**config.mk**
```make
export PLATFORM = sky130hd
export DESIGN_NAME = pid_param_sequencer
export DESIGN_NICKNAME = d
export VERILOG_FILES = /design/src/rtl/pid_param_sequencer.sv
export SDC_FILE = /design/constraint.sdc
export NUM_CORES = 1
export LEC_CHECK = 0
export BUFFER_PORTS_ARGS = -buffer_cell sky130_fd_sc_hd__buf_2
export CAP_MARGIN = 20
export CORE_MARGIN = 8
export CORE_UTILIZATION = 45
export CTS_CLUSTER_SIZE = 30
export DETAILED_ROUTE_END_ITERATION = 8
export PLACE_DENSITY_LB_ADDON = 0.15
export SYNTH_ARGS = -nofsm -noshare
export SYNTH_HDL_FRONTEND = slang
export SYNTH_SLANG_ARGS = --single-unit
```
**constraint.sdc**
```tcl
create_clock -name clk -period 6.05 [get_ports clk]
set_clock_uncertainty 0.05 [all_clocks]
set_input_delay 0.9075 -clock clk [delete_from_list [all_inputs] [get_ports clk]]
set_output_delay 0.9075 -clock clk [all_outputs]
set_load 0.1 [all_outputs]
```
**src/rtl/pid_param_sequencer.sv**
```systemverilog
// Parameter sequencer for a PID core: shadow registers, a glitch-free commit
// sequence aligned to the frame tick, and setpoint slewing toward the target.
module pid_param_sequencer (
  input  logic               clk,
  input  logic               rst,
  input  logic               run_i,
  input  logic               wr_valid_i,
  output logic               wr_ready_o,
  input  logic [3:0]         wr_addr_i,
  input  logic [15:0]        wr_data_i,
  output logic               enable_o,
  output logic               clear_o,
  output logic signed [15:0] kp_o,
  output logic signed [15:0] kd_o,
  output logic signed [15:0] ki_o,
  output logic signed [13:0] sp_o,
  output logic [3:0]         alpha_o,
  output logic [4:0]         satwidth_o,
  output logic [13:0]        decimate_o,
  output logic               busy_o,
  output logic               addr_err_o
);

  typedef enum logic [1:0] {IDLE, ARMED, QUIESCE, LOAD} state_t;

  state_t             state_q, state_d;
  logic               clr_q, clr_d;
  logic               addr_err_q, addr_err_d;
  logic [13:0]        cnt_q, cnt_d;

  logic signed [15:0] kp_sh_q, kp_sh_d, kd_sh_q, kd_sh_d, ki_sh_q, ki_sh_d;
  logic signed [13:0] tgt_sh_q, tgt_sh_d;
  logic [3:0]         alpha_sh_q, alpha_sh_d;
  logic [4:0]         sat_sh_q, sat_sh_d;
  logic [13:0]        dec_sh_q, dec_sh_d;
  logic [12:0]        step_sh_q, step_sh_d;

  logic signed [15:0] kp_q, kp_d, kd_q, kd_d, ki_q, ki_d;
  logic signed [13:0] tgt_q, tgt_d, sp_q, sp_d;
  logic [3:0]         alpha_q, alpha_d;
  logic [4:0]         sat_q, sat_d;
  logic [13:0]        dec_q, dec_d;
  logic [12:0]        step_q, step_d;

  logic               wr_fire, tick;
  logic signed [14:0] diff, abs_diff, step_ext;
  logic signed [13:0] step14;

  assign wr_ready_o = (state_q == IDLE);
  assign busy_o     = (state_q != IDLE);
  assign enable_o   = run_i && ((state_q == IDLE) || (state_q == ARMED));
  assign clear_o    = (state_q == LOAD) && clr_q;
  assign addr_err_o = addr_err_q;
  assign kp_o       = kp_q;
  assign kd_o       = kd_q;
  assign ki_o       = ki_q;
  assign sp_o       = sp_q;
  assign alpha_o    = alpha_q;
  assign satwidth_o = sat_q;
  assign decimate_o = dec_q;

  assign wr_fire  = wr_valid_i && wr_ready_o;
  assign tick     = (cnt_q == dec_q);
  assign diff     = {tgt_q[13], tgt_q} - {sp_q[13], sp_q};
  assign abs_diff = diff[14] ? -diff : diff;
  assign step_ext = {2'b00, step_q};
  assign step14   = {1'b0, step_q};

  always_comb begin
    state_d    = state_q;
    clr_d      = clr_q;
    addr_err_d = addr_err_q;
    cnt_d      = tick ? 14'd0 : cnt_q + 14'd1;
    kp_sh_d    = kp_sh_q;
    kd_sh_d    = kd_sh_q;
    ki_sh_d    = ki_sh_q;
    tgt_sh_d   = tgt_sh_q;
    alpha_sh_d = alpha_sh_q;
    sat_sh_d   = sat_sh_q;
    dec_sh_d   = dec_sh_q;
    step_sh_d  = step_sh_q;
    kp_d       = kp_q;
    kd_d       = kd_q;
    ki_d       = ki_q;
    tgt_d      = tgt_q;
    alpha_d    = alpha_q;
    sat_d      = sat_q;
    dec_d      = dec_q;
    step_d     = step_q;
    sp_d       = sp_q;

    if (wr_fire) begin
      case (wr_addr_i)
        4'd0:  kp_sh_d    = wr_data_i;
        4'd1:  kd_sh_d    = wr_data_i;
        4'd2:  ki_sh_d    = wr_data_i;
        4'd3:  tgt_sh_d   = wr_data_i[13:0];
        4'd4:  alpha_sh_d = wr_data_i[3:0];
        4'd5:  sat_sh_d   = wr_data_i[4:0];
        4'd6:  dec_sh_d   = wr_data_i[13:0];
        4'd8:  step_sh_d  = wr_data_i[12:0];
        4'd15: begin
          if (wr_data_i[0]) begin
            state_d = ARMED;
            clr_d   = wr_data_i[1];
          end
        end
        default: addr_err_d = 1'b1;
      endcase
    end

    case (state_q)
      ARMED:   if (tick) state_d = QUIESCE;
      QUIESCE: state_d = LOAD;
      LOAD: begin
        kp_d       = kp_sh_q;
        kd_d       = kd_sh_q;
        ki_d       = ki_sh_q;
        tgt_d      = tgt_sh_q;
        alpha_d    = alpha_sh_q;
        sat_d      = sat_sh_q;
        dec_d      = dec_sh_q;
        step_d     = step_sh_q;
        addr_err_d = 1'b0;
        cnt_d      = 14'd0;
        state_d    = IDLE;
      end
      default: ;
    endcase

    // Slew never overshoots, so the 14-bit add/subtract cannot wrap.
    if (tick && enable_o) begin
      if ((step_q == 13'd0) || (abs_diff <= step_ext))
        sp_d = tgt_q;
      else if (diff[14])
        sp_d = sp_q - step14;
      else
        sp_d = sp_q + step14;
    end
  end

  always_ff @(posedge clk or negedge rst) begin
    if (!rst) begin
      state_q    <= IDLE;
      clr_q      <= 1'b0;
      addr_err_q <= 1'b0;
      cnt_q      <= '0;
      kp_sh_q    <= '0;
      kd_sh_q    <= '0;
      ki_sh_q    <= '0;
      tgt_sh_q   <= '0;
      alpha_sh_q <= '0;
      sat_sh_q   <= 5'd15;
      dec_sh_q   <= '0;
      step_sh_q  <= '0;
      kp_q       <= '0;
      kd_q       <= '0;
      ki_q       <= '0;
      tgt_q      <= '0;
      alpha_q    <= '0;
      sat_q      <= 5'd15;
      dec_q      <= '0;
      step_q     <= '0;
      sp_q       <= '0;
    end else begin
      state_q    <= state_d;
      clr_q      <= clr_d;
      addr_err_q <= addr_err_d;
      cnt_q      <= cnt_d;
      kp_sh_q    <= kp_sh_d;
      kd_sh_q    <= kd_sh_d;
      ki_sh_q    <= ki_sh_d;
      tgt_sh_q   <= tgt_sh_d;
      alpha_sh_q <= alpha_sh_d;
      sat_sh_q   <= sat_sh_d;
      dec_sh_q   <= dec_sh_d;
      step_sh_q  <= step_sh_d;
      kp_q       <= kp_d;
      kd_q       <= kd_d;
      ki_q       <= ki_d;
      tgt_q      <= tgt_d;
      alpha_q    <= alpha_d;
      sat_q      <= sat_d;
      dec_q      <= dec_d;
      step_q     <= step_d;
      sp_q       <= sp_d;
    end
  end

endmodule

```
# Word level (Yosys, flattened, before mapping)
# Cells that the tools add are included.
# op_classes
add_sub_neg,5
order_cmp,1
n_eq_ne,13
n_mux,13
n_reduce_logical,22
# op_table
operator,count
$mux 14,4
$reduce_and 2->1,9
$le 15x14->1,1
$mux 15,1
$neg 15->15,1
$sub 14x14->15,1
$add 14x1->14 const B,1
$add 14x14->14,1
$eq 14x14->1,1
$sub 14x14->14,1
$logic_not 13->1,1
$eq 4x3->1 const B,3
$reduce_or 9->1,1
$eq 4x2->1 const B,2
$eq 4x4->1 const B,2
$mux 2,4
$pmux 2 s3,1
$eq 2x2->1 const B,2
$eq 4x1->1 const B,1
$logic_and 1x1->1,4
$logic_not 4->1,1
$reduce_bool 2->1,2
$mux 1,3
$reduce_and 3->1,1
4 further kinds,5
# word_totals
reg_bits,228
in_bits,24
out_inout_bits,90
wordCells,75

# Longest topological paths before layout
# Gate-level depths: netlist of the first run.
# logic_depth
depth_word,6
depth_mapped,25
mapped_depth_nobuf,23

# Worst setup path after synthesis of the first run
# OpenSTA, ideal clock, no wires.
# synth_path
path_type,register to register
startpoint,reg sp_q[1] (netlist: sp_o[1])
endpoint,reg sp_q[13] (netlist: sp_o[13])
setup_time_ns,0.132
arrival_ns,5.597
required_time_ns,5.868
slack_ns,0.271
stages_incl_launch_ff,21
n_path_buf,1
period_less_slack_ns,5.779
cell_sequence,dfrtp_1 inv_1 fa_1 a211oi_2 o21bai_1 a21oi_2 xnor2_1 or4_4 or4b_4 nand2_1 xor2_1 ha_1 a21o_1 a21oi_1 nor2b_1 o41ai_1 inv_1 o32a_1 buf_2 a21oi_2 o31ai_2
# synth_via
elab_chain_cells,6
elab_cells_between_ends,9
cone_classes,add/sub (4); order compare (1); mux (3); reduce/logical (1)
# synth_rtl
item,line_no,source
"start, declared",39,"logic signed [13:0] tgt_q, tgt_d, sp_q, sp_d;"
"start signal, assigned",186,sp_q <= sp_d;
$sub 14x14->15,64,"assign diff = {tgt_q[13], tgt_q} - {sp_q[13], sp_q};"
$neg 15->15,65,assign abs_diff = diff[14] ? -diff : diff;
$mux 15,65,
$le 15x14->1,133,if ((step_q == 13'd0) || (abs_diff <= step_ext))
$logic_or 1x1->1,133,
$mux 14 (*),133,
# Mark *: on every way between the ends. The rest lies on a longest branch, timed or not.
# A chain may end at the register's enable or synchronous reset.

# Worst setup path in the final report of the first run
# layout_path
startpoint,reg tgt_q[0]
endpoint,reg sp_q[13] (netlist: sp_o[13])
# layout_via
elab_chain_cells,6
elab_cells_between_ends,7
cone_classes,add/sub (2); order compare (1); mux (3); reduce/logical (1)
# layout_rtl
item,line_no,source
"start, declared",39,
"start signal, assigned",181,tgt_q <= tgt_d;
$sub 14x14->15 (*),64,
$neg 15->15,65,
$mux 15,65,
$le 15x14->1,133,
$logic_or 1x1->1,133,
$mux 14 (*),133,
# Marks and branches as above.

==> flow_metrics.py, run 1 <==
metrics = {
    "clock_network": {
        "cts_root_buf": "clkbuf_16",
        "post_cts_resized": 0,
        "htree_levels": 1,
        "cts_hold_buf": 0,
        "cts_tree": "built",
        "clock_sinks": 228,
        "cts-buffers-inserted": 25,
        "clkTransAtPathRegs_ps": 60,
        "clk_path_buf_depth": 3,
        "worstSkewPairLatency_ps": 520,
        "cts_setup_buffers": 0,
    },
    "logic_synthesis": {
        "ys_seq_elements": 228,
        "synth-edff-count": 0,
        "synth.cell_area_mm2": 0.0113,
        "synth_area_per_cell_um2": 12.4,
        "synth_top_flop_cell": "dfrtp_1",
        "syn-num-nets": 985,
        "ys_types": 60,
        "synthCells": 916,
        "seq_area_frac_synth_pct": 50.4,
        "ys.warnings.count": 0,
        "ys_async_sr_fraction_pct": 100,
    },
    "final_layout": {
        "syn_to_final_growth_pct": 16.0,
        "nFillCells": 2210,
        "utilization_pct": 52.7,
        "n_antenna_cell": 0,
        "final_nets": 1100,
        "drive_above_1_share_pct": 37.5,
    },
    "timing": {
        "hold_viol": 0,
        "max_slew_margin_pct": 29.3,
        "fin_crit_sh_pct": 92.2,
        "post-route-min-period_ps": 5580,
        "tightestPinTransition_ps": 1060,
        "setup-violations-final": 0,
        "grt_setup_unrepaired": "false",
        "fmax_ghz": 0.179,
        "finalSetupTns_ps": 0,
        "drv_slew": 0,
    },
    "drt": {
        "ant_nets": 0,
        "viasPerCell": 5.39,
        "num_vias": 7434,
        "drt-total-wl_um": 26400,
        "avgRoutedWirePerCell_um": 19.1,
        "firstDrtPassIters": 4,
        "drcViolationCount": 0,
        "first_iter_violations": 256,
    },
    "critical_path": {
        "r2r-start": "tgt_q[0]",
        "worstPathRequired_ps": 6430,
        "crit_slowest_cell": "o32ai_4",
        "r2r_setup_slack_ps": 470,
        "arrival_ps": 5960,
        "cp_cell_sequence": "inv_1 > ha_1 > inv_1 > fa_1 > a211oi_2 > o21bai_1 > a21oi_2 > xnor2_1 > or4_4 > or4b_4 > o21ai_0 > xor2_1 > ha_1 > and3_1 > nand3_1 > o32a_1 > o41ai_1 > buf_4 > inv_1 > o32ai_4 > nor3_1 > o31ai_2",
        "critPathMaxFanout": 17,
        "critical_path_class": "reg -> reg",
        "crit_top_cell": "inv_1",
        "endpoint": "sp_o[13]",
        "critPathLaunchType": "flop",
        "r2r-end": "sp_o[13]",
        "slowest_delay_ps": 630,
        "crit_path_start": "tgt_q[0]",
        "setup.worst_path.end_class": "flop",
        "rr_worst_depth": 22,
    },
    "placement": {
        "io_buffers": 113,
        "hpwl_um": 18500,
        "gp_congestion": 0.812,
    },
    "floorplan": {
        "io_pins": 114,
        "die_x_um": 175,
        "rows": 58,
        "start_util_pct": 45.4,
        "die-area_mm2": 0.0305,
        "core_mm2": 0.0250,
        "die_h_um": 175,
    },
    "global_routing": {
        "grt_max_degree": 115,
        "track_usage_pct": 17.4,
        "grt.overflow.total": 0,
        "antenna_found_initial": 0,
        "grt_pass1_wl_um": 43300,
        "first_global_vias": 7883,
    },
    "outcome": {
        "outcome": "complete, no violations",
    },
    "run": {
        "max-cap-violations": 0,
    },
    "worst_hold_path": {
        "hp-class": "in -> async",
    },
}
## worst max-delay path: cells and delay by family, from the launching register on
| kind | cells | cell delay, ps |
|---|---|---|
| xor gates and xnor gates | 2 | 220 |
| adders and majority gates | 3 | 890 |
| AOI/OAI and AO/OA | 8 | 2050 |
| buffers and inverters | 4 | 370 |
| DFF | 1 | 400 |
| and+or+nand+nor | 5 | 1510 |
## layout make-up
class | instances | area, µm² | share of cell area, %
flip-flops and latches | 228 | 5720 | 43.5
clock inverters | 13 | 209 | 1.59
well taps | 330 | 413 | 3.14
clock buffers | 32 | 682 | 5.18
repair buffers | 123 | 651 | 4.95
multi-input cells | 613 | 5330 | 40.5
inverters | 40 | 150 | 1.14
## metrics by stage
step                      hold slack, ps  setup slack, ps  std cells  area, µm²
final                                428              471       1379      13200
after global routing                 457              104       1379      13200
after CTS                            436              460       1379      13200
after detailed placement             437              480       1334      12300
after global placement               433              575       1334      12300
after floorplan                      422              271        916      11300
## how the worst min path moves through the flow
stage | from | endpoint | slack [ps] | cells past startpoint
after floorplan | clr_q | clr_q | 420 | 1
after global placement | step_sh_q[11] | step_q[11] | 430 | 1
after detailed placement | ki_sh_q[4] | ki_o[4] | 440 | 1
after CTS | kd_sh_q[4] | kd_o[4] | 440 | 1
after global routing | kd_sh_q[4] | kd_o[4] | 460 | 1
final | rst | satwidth_o[4] | 430 | 1
## cells by family after synthesis
family	Yosys count	share of synthesized area, %
adder cells (fa/ha/maj)	45	5.10
XOR/XNOR	68	5.25
AND/OR/NAND/NOR	166	7.79
multiplexers	198	19.6
buffers and inverters	75	2.82
AO/OA/AOI/OAI	136	9.00
flip-flops	228	50.4
## Yosys cell counts, drive strengths merged, types with 4 or more instances
library cell / count / area share (%)
xnor2: 42 / 3.2
dfrtp: 220 / 49
nand2b: 11 / 0.61
o21a: 9 / 0.60
or3: 5 / 0.28
nand2: 22 / 0.73
nand4: 16 / 0.88
or4: 6 / 0.50
nand3: 23 / 1.0
o31ai: 6 / 0.44
a21oi: 27 / 1.4
buf: 7 / 0.57
xor2: 26 / 2.0
a211oi: 7 / 0.51
nor2: 36 / 1.2
and3: 10 / 0.55
ha: 43 / 4.7
o211ai: 27 / 2.0
nor3: 13 / 0.57
inv: 40 / 1.3
nor4: 4 / 0.22
o21ai: 22 / 1.0
dfstp: 8 / 1.9
clkbuf: 28 / 0.93
mux2: 197 / 20
a21o: 10 / 0.66
nor2b: 11 / 0.61
## placed cells by master, fill, tap and decap left out, types with 4 or more instances in the layout
master and n:
dfrtp_1 220, mux2_2 197, buf_2 112, ha_1 43, xnor2_1 42, inv_1 40
nor2_1 36, xor2_1 26, clkbuf_16 25, a21oi_1 24, nand3_1 23, o211ai_1 23
nand2_1 21, o21ai_0 18, nand4_1 16, nor3_1 12, nand2b_1 11, and3_1 10
a21o_1 10, nor2b_1 10, buf_4 10, o21a_1 9, dfstp_2 8, a211oi_1 6
or3_1 5, o31ai_1 5, bufinv_16 5, o211ai_2 4, clkbuf_1 4
## layer usage
metal  GRT usage, %  up-vias  part of all wire (%)
met5              0        -                     0
met4           3.36        0                   1.4
met3           4.08       31                   5.8
met2           27.9      131                    46
met1           23.7     3724                    47
li1               -     3548                     -
## registers in the layout (all words and copies together) (netlist names), 4 cells and up
signal and cells:
decimate_o 14, kp_sh_q 16, step_q 13, ki_sh_q 16, step_sh_q 13, satwidth_o 5, alpha_sh_q 4, sp_o 14
kp_o 16, sat_sh_q 5, alpha_o 4, dec_sh_q 14, tgt_q 14, kd_sh_q 16, ki_o 16, tgt_sh_q 14
cnt_q 14, kd_o 16
Power of run 1 is not shown: default switching activity piles up to over one toggle a cycle in this logic, so the estimate is an artifact.
==> run 2, diff against run 1 <==
Settings changed: ABC_AREA set to 1.
==> flow_metrics.py, run 2 <==
metrics = {
    "critical_path": {
        "r2r-start": "tgt_q[0]",
        "path_delay_family": "simple AND/OR/NAND/NOR gates",
        "crit_slowest_cell": "o31ai_1",
        "setup.worst_path.end_class": "flop",
        "critPathLaunchType": "flop",
        "critPathMaxFanout": 21,
        "worstPathRequired_ps": 6400,
        "cp_cell_sequence": "inv_1 > ha_1 > inv_1 > fa_1 > nand2_1 > nand3_1 > nand3_1 > nand3_1 > nand2_1 > o21ai_0 > ha_1 > inv_1 > o31ai_1 > nand2_1 > nand2_1 > a21oi_1 > o21ai_0 > nand3_1 > nand2_1 > nand3_1 > nand3_1 > nand2_1",
        "slowest_delay_ps": 590,
        "critPathBufInv": 3,
        "critical_path_class": "reg -> reg",
        "r2r_setup_slack_ps": 1350,
        "rr_worst_depth": 22,
        "r2r-end": "sp_o[13]",
        "arrival_ps": 5050,
    },
    "global_routing": {
        "grt_max_degree": 137,
        "grt.overflow.total": 0,
        "first_global_vias": 9048,
        "grt_pass1_wl_um": 49300,
        "antenna_found_initial": 2,
        "track_usage_pct": 19.9,
    },
    "timing": {
        "finalSetupTns_ps": 0,
        "tightestPinTransition_ps": 970,
        "drv_slew": 0,
        "setup-violations-final": 0,
        "post-route-min-period_ps": 4700,
        "hold_viol": 0,
        "grt_setup_unrepaired": "false",
        "fin_hold_ws_ps": 354,
        "fmax_ghz": 0.213,
        "fin_crit_sh_pct": 77.7,
        "max_slew_margin_pct": 35.2,
    },
    "logic_synthesis": {
        "synth-edff-count": 0,
        "yosys.area.top_type_share_pct": 48.6,
        "ys_types": 39,
        "synth_area_per_cell_um2": 8.02,
        "ys_seq_elements": 228,
        "ys.warnings.count": 0,
        "ys_async_sr_fraction_pct": 100,
        "synth.cell_area_mm2": 0.0113,
        "synth_top_area_cell": "dfrtp_1",
        "syn-num-nets": 1482,
        "seq_area_frac_synth_pct": 50.5,
        "synth_common_cells": "520 x nand2_1, 220 x dfrtp_1, 156 x inv_1",
        "ys_top_cells_by_area": "dfrtp_1 49%, nand2_1 17%, o21ai_0 6.3%",
        "synth_most_common_cell": "nand2_1",
        "synthCells": 1413,
        "synth_top_flop_cell": "dfrtp_1",
    },
    "final_layout": {
        "nFillCells": 2450,
        "n_antenna_cell": 0,
        "fin_cells": 1860,
        "fin_area_mm2": 0.0130,
        "layout_common_cells": "519 x nand2_1, 220 x dfrtp_1, 155 x inv_1",
        "multi_input_area_mm2": 0.00481,
        "ff_latch_area_mm2": 0.00572,
        "syn_to_final_growth_pct": 15.0,
        "final_common_cell": "nand2_1",
        "final_nets": 1581,
        "drive_above_1_share_pct": 12.4,
    },
    "placement": {
        "hpwl_um": 21500,
        "io_buffers": 113,
        "dpl_cell_area_mm2": 0.0122,
        "gp_congestion": 0.918,
        "placedCellCount": 1813,
    },
    "run": {
        "max-cap-violations": 0,
    },
    "floorplan": {
        "io_pins": 114,
        "rows": 58,
        "die_x_um": 175,
        "core_mm2": 0.0250,
        "die_h_um": 175,
        "die-area_mm2": 0.0305,
        "start_util_pct": 45.4,
    },
    "clock_network": {
        "worstSkewPairLatency_ps": 520,
        "cts_hold_buf": 0,
        "cts_root_buf": "clkbuf_16",
        "clk_path_buf_depth": 3,
        "cts_setup_buffers": 0,
        "clkTransAtPathRegs_ps": 60,
        "htree_levels": 1,
        "clock_sinks": 228,
        "cts_tree": "built",
        "cts-buffers-inserted": 25,
        "post_cts_resized": 0,
    },
    "outcome": {
        "outcome": "complete, no violations",
    },
    "drt": {
        "drcViolationCount": 0,
        "avgRoutedWirePerCell_um": 16.3,
        "ant_nets": 0,
        "num_vias": 9300,
        "first_iter_violations": 735,
        "drt-total-wl_um": 30400,
        "firstDrtPassIters": 6,
        "viasPerCell": 5.00,
    },
    "worst_hold_path": {
        "hp-class": "in -> async",
    },
}
[run 2: cell count changes in the layout (fill, tap and decap cells not counted), moves of 10 or more]
cell and change:
a21oi_1 +11, inv_1 +115, mux2_2 -197, nand2_1 +498
nand2b_1 -11, nand3_1 +36, nor2_1 +19, nor2b_1 -10
o211ai_1 -22, o21ai_0 +124, xnor2_1 -30
[run 2: metal layers]
layer  vias to the layer above  global-route usage, %  wire length, µm
li1                       4667                      -                -
met1                      4375                   28.3            14700
met2                       209                   31.3            13600
met3                        45                   3.30             1520
met4                         4                   4.59              554
met5                         -                      0               26
[run 2: how the worst max path moves through the flow]
| stage | start | end | slack, ps | cells past startpoint |
|---|---|---|---|---|
| floorplan | sp_o[1] | sp_o[13] | 1590 | 23 |
| global placement | tgt_q[0] | sp_o[13] | 1450 | 22 |
| detailed placement | tgt_q[0] | sp_o[13] | 1350 | 22 |
| CTS | tgt_q[0] | sp_o[13] | 1320 | 22 |
| global route | sp_o[4] | sp_o[11] | 940 | 27 |
| finish | tgt_q[0] | sp_o[13] | 1350 | 22 |
[run 2: stage by stage]
step | setup WS, ps | utilization, %
floorplan | 1590 | -
global placement | 1450 | 48.7
detailed placement | 1350 | 48.7
CTS | 1320 | 52.0
global route | 940 | 52.2
finish | 1350 | 52.2
[run 2: logic make-up after synthesis]
family | count (synthesis) | synth area share, %
XOR/XNOR | 44 | 3.40
AO/OA/AOI/OAI | 191 | 8.73
adder cells (fa/ha/maj) | 45 | 5.10
AND/OR/NAND/NOR | 698 | 25.2
flip-flops | 228 | 50.5
buffers and inverters | 207 | 7.07
[run 2: final cells by class]
cell class | count | area share (%)
clock buffers | 34 | 5.45
clock inverters | 11 | 0.855
inverters | 161 | 4.65
multi-input cells | 978 | 37.0
flip-flops and latches | 228 | 43.9
well taps | 330 | 3.17
repair buffers | 118 | 5.02
[run 2: worst reg2reg max path: cells and delay by family, from the launching register on]
kind            cells  cell delay [ps]
simple gates       12             1690
compound gates      4             1370
fa+ha+maj           3              920
flops               1              360
buf+inv             3              190
Power of run 2 is left out for the same reason.
